## src/rtl/upsample_pkg.sv

```systemverilog
// Shared constants and state type for the upsample writer and reader datapaths.
package upsample_pkg;

   localparam int unsigned ADDR_W = 18;
   localparam int unsigned DATA_W = 16;
   localparam int unsigned PIX_W  = 8;
   // Wide enough for positions 0..4095
   localparam int unsigned CNT_W  = 12;

   localparam logic [PIX_W-1:0] PAD_BYTE = 8'h00;

   typedef enum logic [1:0] {IDLE, RUN, FLUSH, DONE} upwr_state_t;

endpackage

```

## src/rtl/upsample_writer_if.sv

```systemverilog
// Pixel stream in / memory write bus out of the upsample writer.
interface upsample_writer_if;
   import upsample_pkg::*;

   logic [PIX_W-1:0]  pix_data;
   logic              pix_valid;
   logic              pix_ready;
   logic              w_enb;
   logic [ADDR_W-1:0] w_addr;
   logic [DATA_W-1:0] w_data;

   modport master (
      input  pix_data, pix_valid,
      output pix_ready, w_enb, w_addr, w_data
   );

   modport slave (
      output pix_data, pix_valid,
      input  pix_ready, w_enb, w_addr, w_data
   );

endinterface

```

## src/rtl/upwr_pos_cnt.sv

```systemverilog
// Column/row position counter for a raster frame; flags the last pixel of a row and of the frame.
module upwr_pos_cnt
   import upsample_pkg::*;
#(
   parameter int unsigned IMG_W = 512,
   parameter int unsigned IMG_H = 512
) (
   input  logic clk,
   input  logic rst,
   input  logic clear_i,
   input  logic advance_i,
   output logic row_end_o,
   output logic frame_end_o
);

   logic [CNT_W-1:0] col_q;
   logic [CNT_W-1:0] row_q;

   assign row_end_o   = (col_q == CNT_W'(IMG_W - 1));
   assign frame_end_o = row_end_o && (row_q == CNT_W'(IMG_H - 1));

   always_ff @(posedge clk or negedge rst) begin
      if (!rst) begin
         col_q <= '0;
         row_q <= '0;
      end else if (clear_i) begin
         col_q <= '0;
         row_q <= '0;
      end else if (advance_i) begin
         if (row_end_o) begin
            col_q <= '0;
            row_q <= frame_end_o ? '0 : row_q + 1'b1;
         end else begin
            col_q <= col_q + 1'b1;
         end
      end
   end

endmodule

```

## src/rtl/upsample_writer.sv

```systemverilog
// Packs upsampled 8-bit pixels into 16-bit memory words, padding odd-width rows.
// Optional running word checksum enabled by UPWR_CHECKSUM_EN.
module upsample_writer
   import upsample_pkg::*;
#(
   parameter int unsigned IMG_W = 512,
   parameter int unsigned IMG_H = 512
) (
   input  logic                 clk,
   input  logic                 rst,
   input  logic                 start,
   input  logic [ADDR_W-1:0]    base_addr,
   upsample_writer_if.master    bus,
   output logic                 busy,
   output logic                 done,
   output logic [15:0]          checksum
);

   upwr_state_t       state_q;
   logic [ADDR_W-1:0] addr_q;
   logic [ADDR_W-1:0] w_addr_q;
   logic [DATA_W-1:0] w_data_q;
   logic [PIX_W-1:0]  hi_q;
   logic              byte_sel_q;
   logic              last_row_q;
   logic              w_enb_q;
   logic              pix_ready_q;
   logic              busy_q;
   logic              done_q;

   logic accept;
   logic start_acc;
   logic row_end;
   logic frame_end;

   assign accept    = bus.pix_valid && pix_ready_q;
   assign start_acc = start && (state_q == IDLE);

   upwr_pos_cnt #(
      .IMG_W (IMG_W),
      .IMG_H (IMG_H)
   ) u_pos_cnt (
      .clk         (clk),
      .rst         (rst),
      .clear_i     (start_acc),
      .advance_i   (accept),
      .row_end_o   (row_end),
      .frame_end_o (frame_end)
   );

   always_ff @(posedge clk or negedge rst) begin
      if (!rst) begin
         state_q     <= IDLE;
         addr_q      <= '0;
         w_addr_q    <= '0;
         w_data_q    <= '0;
         hi_q        <= '0;
         byte_sel_q  <= 1'b0;
         last_row_q  <= 1'b0;
         w_enb_q     <= 1'b0;
         pix_ready_q <= 1'b0;
         busy_q      <= 1'b0;
         done_q      <= 1'b0;
      end else begin
         w_enb_q <= 1'b0;
         done_q  <= 1'b0;
         case (state_q)
            IDLE: begin
               if (start) begin
                  addr_q      <= base_addr;
                  byte_sel_q  <= 1'b0;
                  last_row_q  <= 1'b0;
                  pix_ready_q <= 1'b1;
                  busy_q      <= 1'b1;
                  state_q     <= RUN;
               end
            end
            RUN: begin
               if (accept) begin
                  if (!byte_sel_q) begin
                     hi_q       <= bus.pix_data;
                     byte_sel_q <= 1'b1;
                     // Row ended on a half word: pad it out before continuing
                     if (row_end) begin
                        last_row_q  <= frame_end;
                        pix_ready_q <= 1'b0;
                        state_q     <= FLUSH;
                     end
                  end else begin
                     w_enb_q    <= 1'b1;
                     w_addr_q   <= addr_q;
                     w_data_q   <= {hi_q, bus.pix_data};
                     addr_q     <= addr_q + 1'b1;
                     byte_sel_q <= 1'b0;
                     if (frame_end) begin
                        pix_ready_q <= 1'b0;
                        state_q     <= DONE;
                     end
                  end
               end
            end
            FLUSH: begin
               w_enb_q    <= 1'b1;
               w_addr_q   <= addr_q;
               w_data_q   <= {hi_q, PAD_BYTE};
               addr_q     <= addr_q + 1'b1;
               byte_sel_q <= 1'b0;
               if (last_row_q) begin
                  state_q <= DONE;
               end else begin
                  pix_ready_q <= 1'b1;
                  state_q     <= RUN;
               end
            end
            DONE: begin
               done_q  <= 1'b1;
               busy_q  <= 1'b0;
               state_q <= IDLE;
            end
            default: state_q <= IDLE;
         endcase
      end
   end

   assign bus.pix_ready = pix_ready_q;
   assign bus.w_enb     = w_enb_q;
   assign bus.w_addr    = w_addr_q;
   assign bus.w_data    = w_data_q;
   assign busy          = busy_q;
   assign done          = done_q;

`ifdef UPWR_CHECKSUM_EN
   logic [15:0] csum_q;

   always_ff @(posedge clk or negedge rst) begin
      if (!rst) begin
         csum_q <= '0;
      end else if (start_acc) begin
         csum_q <= '0;
      end else if (w_enb_q) begin
         csum_q <= csum_q + w_data_q;
      end
   end

   assign checksum = csum_q;
`else
   assign checksum = 16'h0000;
`endif

endmodule
```

## src/flat_wrapper.sv

```systemverilog
// flat-port wrapper written by rule: the top's interface ports become plain ports
module upsample_writer_flat import upsample_pkg::*;
#(
   parameter int unsigned IMG_W = 512,
   parameter int unsigned IMG_H = 512
)
  (clk, rst, start, base_addr, busy, done, checksum, bus_pix_data, bus_pix_valid, bus_pix_ready, bus_w_enb, bus_w_addr, bus_w_data);
  upsample_writer_if bus_i ();
  input  logic clk;
  input  logic rst;
  input  logic start;
  input  logic [ADDR_W-1:0] base_addr;
  output logic busy;
  output logic done;
  output logic [15:0] checksum;
  input wire logic [$bits(bus_i.pix_data)-1:0] bus_pix_data;
  input wire logic [$bits(bus_i.pix_valid)-1:0] bus_pix_valid;
  output wire logic [$bits(bus_i.pix_ready)-1:0] bus_pix_ready;
  output wire logic [$bits(bus_i.w_enb)-1:0] bus_w_enb;
  output wire logic [$bits(bus_i.w_addr)-1:0] bus_w_addr;
  output wire logic [$bits(bus_i.w_data)-1:0] bus_w_data;
  assign bus_i.pix_data = bus_pix_data;
  assign bus_i.pix_valid = bus_pix_valid;
  assign bus_pix_ready = bus_i.pix_ready;
  assign bus_w_enb = bus_i.w_enb;
  assign bus_w_addr = bus_i.w_addr;
  assign bus_w_data = bus_i.w_data;
  upsample_writer #(.IMG_W(IMG_W), .IMG_H(IMG_H)) u_core (.clk(clk), .rst(rst), .start(start), .base_addr(base_addr), .bus(bus_i), .busy(busy), .done(done), .checksum(checksum));
endmodule
```

## config.mk

```make
export PLATFORM = sky130hd
export DESIGN_NAME = upsample_writer_flat
export DESIGN_NICKNAME = d
export VERILOG_FILES = /design/src/rtl/upsample_pkg.sv /design/src/rtl/upsample_writer_if.sv /design/src/rtl/upwr_pos_cnt.sv /design/src/rtl/upsample_writer.sv /design/src/flat_wrapper.sv
export SDC_FILE = /design/constraint.sdc
export NUM_CORES = 1
export LEC_CHECK = 0
export CAP_MARGIN = 5
export CORE_ASPECT_RATIO = 0.5
export CORE_MARGIN = 4
export CORE_UTILIZATION = 40
export DETAILED_ROUTE_END_ITERATION = 8
export PLACE_DENSITY_LB_ADDON = 0.08
export SLEW_MARGIN = 25
export SYNTH_ARGS = -nofsm -noshare
export SYNTH_HDL_FRONTEND = slang
export SYNTH_HIERARCHICAL = 1
export SYNTH_SLANG_ARGS = --single-unit
```

## constraint.sdc

```tcl
create_clock -name clk -period 5.4 [get_ports clk]
set_input_delay 1.35 -clock clk [delete_from_list [all_inputs] [get_ports clk]]
set_output_delay 1.35 -clock clk [all_outputs]
set_load 0.03 [all_outputs]
```

Word level (Yosys, flattened, before mapping)
Cells that the tools add are included.

Logic and storage cells: 93. Output and inout bits: 54. Flip-flop bits (word level): 92.

Add/sub/neg operators: 3. Equal/unequal tests: 13. Multiplexer cells: 44. Reductions and logical operators: 19. Bitwise logic cells: 1.

Operator list (number): 18-bit two-way mux (5); 12-bit two-way mux (7); 18-bit one-hot mux with 3 select lines (1); 18-bit one-hot mux with 2 select lines (1); 16-bit two-way mux (2); 16-bit one-hot mux with 2 select lines (1); 12-bit by 1-bit adder with 12-bit output (second input constant) (2); 12-bit by 9-bit == test with 1-bit output (second input constant) (2); 18-bit by 1-bit adder with 18-bit output (second input constant) (1); 1-bit two-way mux (15); 2-bit two-way mux (6); 2-bit nonzero test (5); 3-bit AND reduction (3); 2-bit != test (second input constant) (4); 2-bit one-hot mux with 4 select lines (1); 4-bit AND reduction (2); 1-bit one-hot mux with 2 select lines (3); 1-bit one-hot mux with 3 select lines (2); 6-bit AND reduction (1); 5-bit AND reduction (1); 2-bit == test (second input constant) (2); 2-bit by 1-bit != test with 1-bit output (second input constant) (2); 2-bit AND reduction (2); 1-bit logical AND (3); 6 further kinds (6).

Longest topological paths before layout
Depth after elaboration: 6. Gate-level depth with buffers: 8. Mapped depth without buffers: 8.

By module
Netlist, hierarchy kept.

Modules (own cells, without submodules): upsample_writer (times used 1, sequential area each 1701.6 µm², area an instance 3304.4 µm², cells each 293); upwr_pos_cnt (times used 1, sequential area each 600.6 µm², area an instance 1293.7 µm², cells each 139).

Worst setup path before layout
OpenSTA, ideal clock, no wires.

Kind: input port to flip-flop. Start: input bus_pix_valid. End: register u_core.u_pos_cnt.row_q[8]. Path buffers: 2. Setup slack: 2356 ps. Arrival time: 2966 ps. Stages on the path: 7. Data required time: 5322 ps. Setup time: 78 ps. Cells stage by stage: and2_1 nand3_1 or4_4 buf_6 buf_6 or4_1 a21oi_1.

Longest elaborated chain between the ends: 3.

RTL lines: from (decl) (line flat_wrapper.sv:17) `input wire logic [$bits(bus_i.pix_valid)-1:0] bus_pix_valid;`; 1-bit logical AND (line upsample_writer.sv:36) `assign accept = bus.pix_valid && pix_ready_q;`; 2-bit nonzero test (no line); 2-bit AND reduction (no line); to (signal assigned) (line upwr_pos_cnt.sv:32) `row_q <= frame_end_o ? '0 : row_q + 1'b1;`; to (decl) (line upwr_pos_cnt.sv:17) `logic [CNT_W-1:0] row_q;`.

No other way between the ends. A chain may end at the register's enable or synchronous reset.

Worst setup path in the final report
Start: input bus_pix_valid. End: register u_core.w_addr_q[2], in the netlist u_core/bus.w_addr[2].

Longest elaborated chain between the ends: 3.

RTL lines: 1-bit logical AND (line upsample_writer.sv:36); named net u_core.accept (line upsample_writer.sv:31) `logic accept;`; 2-bit by 1-bit != test with 1-bit output (no line); 3-bit AND reduction (no line); to (signal assigned) (line upsample_writer.sv:91) `w_addr_q <= addr_q;`; to (signal assigned) (line upsample_writer.sv:104) `w_addr_q <= addr_q;`; to (decl) (line upsample_writer.sv:21) `logic [ADDR_W-1:0] w_addr_q;`.

The timed path passes the listed nets, and every way through them passes these cells.

==> metrics.md <==
| Metric | Value |
|---|---|
| Result of the run | `finished, final reports clean` |
| Simple-gate share of the synthesized area | `16.5%` |
| Die Y-Extent | `83.8 µm` |
| Post-synthesis compound-gate area fraction | `13.8%` |
| ANT nets after route | `0` |
| Total Neg Setup Slack | `0 ps` |
| Worst slew margin relative to its limit | `45.7%` |
| Mean area per synthesized cell | `10.6 µm²` |
| Initial antenna violation count | `0` |
| Clock slew at reported path FFs | `60 ps` |
| WL per Instance | `15.9 µm` |
| Syn-to-layout area delta | `23.1%` |
| Met2 Usage GRT | `25.1%` |
| Fin Hold WS | `503 ps` |
| RR Startpoint | `u_core/u_pos_cnt/col_q[9]` |
| Endpoint arrival time on the critical path | `3700 ps` |
| Most instantiated flip-flop cell in the synthesis netlist | `sky130_fd_sc_hd__dfrtp_1` |
| Endpoint kind of the worst setup timing path | `flop` |
| Effective utilization at floorplan | `41.4%` |
| Horizontal die dimension | `160 µm` |
| Post-DR vias/cell | `5.40` |
| Area of the placeable core | `11100 µm²` |
| Highest net fanout along the worst path | `15` |
| Tightest Pin Transition | `815 ps` |
| TritonCTS clock tree | `yes` |
| Maximum achievable frequency | `0.287 GHz` |
| # fillers | `1010` |
| # setup viols final | `0` |
| DRT iter0 DRCs | `202` |
| Routability congestion estimate | `0.779` |
| Yosys warnings | `6` |
| Power per cell area | `632 nW/µm²` |
| Required time of the critical path | `5620 ps` |
| Area of the multi-input gates | `2100 µm²` |
| Final worst path period share | `64.6%` |
| Reg-to-reg setup timing slack | `2410 ps` |
| Main combinational cell family by area after synthesis | `simple AND/OR/NAND/NOR gates` |
| Total via count in the routed design | `3470` |
| Minimum clock period | `3490 ps` |
| Count of final max-slew check failures | `0` |
| Hold_sp | `u_core/hi_q[7]` |
| Layout cells sized above 1 | `12.4%` |
| Clock Sinks | `92` |
| Antenna diode count | `0` |
| Critical register-to-register path endpoint | `u_core/bus.pix_ready` |
| Post-Syn Instances | `432` |
| Utilization after layout | `50.9%` |
| Total Routed Length | `10200 µm` |
| CP startpoint | `bus_pix_valid` |
| DIE AREA | `13400 µm²` |
| WHS Endpoint | `u_core/bus.w_data[15]` |
| Number of enable-type register cells in the synthesized netlist | `0` |
| Depth of the most critical reg-to-reg path | `7` |
| Total routing usage reported by global routing | `15.7%` |
| Placed wire-length estimate | `7080 µm` |
| Share of flip-flops with an asynchronous set or reset after synthesis | `100%` |
| GR met1 Demand/Resource | `21.2%` |
| Maximum buffer depth of the clock tree | `2` |
| Number of remaining DRC errors | `0` |
| Maximum ir drop on the vdd rail | `255 µV` |
| Clock latency reported for the late side of the worst-skew pair | `340 ps` |
| Post-Synth Adder-Cell Area | `2.45%` |
| Sequential cell area | `2300 µm²` |
| Level count of the clock H-tree | `3` |
| Kind of launch point of the worst setup path | `primary input` |
| Row count | `27` |
| Overall Power | `3580 µW` |
| Maximum number of pins on one net before global-route repair | `57` |
| Setup repair after global routing missed its margin | `no` |
| Kind of critical path | `primary input to flop` |
| Global route hottest layer | `met2` |
| Library cells used by synthesis | `57` |
| Via count of the first global-routing pass | `3349` |
| Maxcap violations | `0` |
| Setup fix buffers added after clock tree synthesis | `0` |
| Number of detailed-routing iterations run before antenna repair | `4` |
| Post-Synth XOR/XNOR Area | `1.52%` |
| Final hold violations | `0` |
| Worst-case clock skew | `5.48 ps` |
| Leakage | `0.00235 µW` |
| Congestion Overflow GR | `0` |
| Multiplexer share of the synthesized area | `9.93%` |
| Register area share after synthesis | `50.1%` |
| Num CTS Buffers | `9` |
| Syn Std Cell Area | `4600 µm²` |
| Port buffer count | `67` |
| Boundary pin count | `84` |
| Worst hold stages | `1` |
| Classification of the worst-slack hold path | `flop to flop` |
| CTS root buf | `sky130_fd_sc_hd__clkbuf_16` |
| Count of state elements after synthesis | `92` |
| Nets | `532` |
| Met3 Resource Use GR | `4.54%` |
| Global-route wire length before repair | `17100 µm` |
| Hold Buf Count CTS | `0` |
| Post-cts resize count | `0` |
[cell type report]
| type | instances | share of cell area [%] |
|---|---|---|
| Clock buffer | 12 | 4.18 |
| Inverter | 12 | 0.796 |
| Sequential cell | 92 | 40.7 |
| Multi-Input combinational cell | 307 | 37.1 |
| Timing Repair Buffer | 71 | 12.3 |
| Tap cell | 145 | 3.20 |
| Clock inverter | 4 | 1.72 |
[flip-flops by register name, summed over array words and instances (netlist names)]
name	flops
u_core/last_row_q	1
u_core/hi_q	8
u_core/done	1
u_core/addr_q	18
u_core/bus.w_data	16
u_core/bus.w_addr	18
u_core/u_pos_cnt/col_q	12
u_core/busy	1
u_core/state_q	2
u_core/bus.pix_ready	1
u_core/bus.w_enb	1
u_core/byte_sel_q	1
u_core/u_pos_cnt/row_q	12
[through the flow]
| stage | cells | setup WS [ps] | area (µm²) |
|---|---|---|---|
| 2_1_floorplan | 447 | 2360 | 4650 |
| 3_3_place_gp | 627 | 1600 | 5330 |
| 3_5_place_dp | 627 | 1540 | 5330 |
| 4_1_cts | 643 | 1910 | 5660 |
| 5_1_grt | 643 | 1790 | 5660 |
| 6_report | 643 | 1910 | 5660 |
[cells in the mapped netlist, types with 3 or more instances]
cell	count	share of area [%]
sky130_fd_sc_hd__a22o_1	8	1.5
sky130_fd_sc_hd__and2_1	5	0.68
sky130_fd_sc_hd__nand3_1	24	2.6
sky130_fd_sc_hd__nor2_1	15	1.2
sky130_fd_sc_hd__or3_1	3	0.41
sky130_fd_sc_hd__o31ai_1	4	0.65
sky130_fd_sc_hd__nor2b_1	5	0.68
sky130_fd_sc_hd__buf_1	5	0.41
sky130_fd_sc_hd__o221ai_1	3	0.57
sky130_fd_sc_hd__a21oi_1	30	3.3
sky130_fd_sc_hd__o21ai_0	14	1.5
sky130_fd_sc_hd__mux2_2	36	8.8
sky130_fd_sc_hd__buf_4	16	2.6
sky130_fd_sc_hd__a2bb2oi_1	7	1.3
sky130_fd_sc_hd__xor2_1	3	0.57
sky130_fd_sc_hd__mux2i_1	4	0.87
sky130_fd_sc_hd__and4_1	4	0.76
sky130_fd_sc_hd__nor3_1	5	0.54
sky130_fd_sc_hd__ha_1	9	2.4
sky130_fd_sc_hd__clkbuf_1	11	0.90
sky130_fd_sc_hd__nand2b_1	7	0.95
sky130_fd_sc_hd__and3_1	6	0.82
sky130_fd_sc_hd__xnor2_1	5	0.95
sky130_fd_sc_hd__or4_1	11	1.8
sky130_fd_sc_hd__nor4_1	3	0.41
sky130_fd_sc_hd__o22ai_1	8	1.1
sky130_fd_sc_hd__inv_1	12	0.98
sky130_fd_sc_hd__dfrtp_1	92	50
sky130_fd_sc_hd__nand2_1	32	2.6
sky130_fd_sc_hd__nand4_1	9	1.2
[power by group]
group	switching (µW)	internal [µW]	leakage, µW
sequential	224	957	0.00112
combinational	936	748	0.00108
clock	259	453	0.000157
total	1420	2160	0.00235
[cells in the final DEF, fill, tap and decap left out, types with 3 or more instances in the layout]
| master | n |
|---|---|
| sky130_fd_sc_hd__nand3_1 | 24 |
| sky130_fd_sc_hd__o31ai_1 | 4 |
| sky130_fd_sc_hd__a2bb2oi_1 | 7 |
| sky130_fd_sc_hd__a21oi_1 | 30 |
| sky130_fd_sc_hd__nand4_1 | 9 |
| sky130_fd_sc_hd__and3_1 | 6 |
| sky130_fd_sc_hd__nor2b_1 | 5 |
| sky130_fd_sc_hd__and2_1 | 5 |
| sky130_fd_sc_hd__bufinv_16 | 3 |
| sky130_fd_sc_hd__or3_1 | 3 |
| sky130_fd_sc_hd__buf_4 | 5 |
| sky130_fd_sc_hd__or4_1 | 11 |
| sky130_fd_sc_hd__xor2_1 | 3 |
| sky130_fd_sc_hd__o221ai_1 | 3 |
| sky130_fd_sc_hd__conb_1 | 16 |
| sky130_fd_sc_hd__xnor2_1 | 5 |
| sky130_fd_sc_hd__nand2_1 | 32 |
| sky130_fd_sc_hd__o22ai_1 | 8 |
| sky130_fd_sc_hd__inv_1 | 12 |
| sky130_fd_sc_hd__a22o_1 | 8 |
| sky130_fd_sc_hd__clkbuf_16 | 9 |
| sky130_fd_sc_hd__clkbuf_1 | 3 |
| sky130_fd_sc_hd__o21ai_0 | 14 |
| sky130_fd_sc_hd__clkdlybuf4s50_1 | 66 |
| sky130_fd_sc_hd__dfrtp_1 | 92 |
| sky130_fd_sc_hd__and4_1 | 4 |
| sky130_fd_sc_hd__nor3_1 | 5 |
| sky130_fd_sc_hd__mux2i_1 | 4 |
| sky130_fd_sc_hd__nor2_1 | 15 |
| sky130_fd_sc_hd__nand2b_1 | 7 |
| sky130_fd_sc_hd__ha_1 | 9 |
| sky130_fd_sc_hd__mux2_2 | 36 |
[worst max-delay path: stages]
cell and delay (ps):
sky130_fd_sc_hd__clkdlybuf4s50_1 460, sky130_fd_sc_hd__and2_1 300, sky130_fd_sc_hd__and3_1 280, sky130_fd_sc_hd__a21oi_2 610, sky130_fd_sc_hd__buf_4 350, sky130_fd_sc_hd__mux2_2 350
[how the worst max path moves through the flow]
| stage | end | slack, ps | cells past startpoint |
|---|---|---|---|
| global route | u_core/u_pos_cnt/row_q[10] | 1790 | 6 |
| global placement | u_core/bus.w_addr[1] | 1600 | 6 |
| CTS | u_core/bus.w_addr[2] | 1910 | 6 |
| detailed placement | u_core/bus.w_addr[2] | 1540 | 6 |
| finish | u_core/bus.w_addr[2] | 1910 | 6 |
| floorplan | u_core/u_pos_cnt/row_q[8] | 2360 | 7 |
[cell families after synthesis]
| kind of cell | after synthesis |
|---|---|
| xor+xnor | 8 |
| simple gates | 138 |
| fa+ha+maj | 9 |
| compound gates | 95 |
| buf+inv | 48 |
| mux | 41 |
| flops | 92 |
| other cells | 1 |
[per-layer routing]
| metal | up-vias | routed length [µm] |
|---|---|---|
| li1 | 1682 | - |
| met1 | 1689 | 4760 |
| met2 | 90 | 4820 |
| met3 | 9 | 555 |
| met4 | 0 | 102 |
| met5 | - | 0 |
Note: power is estimated with default switching activity, not from simulation.
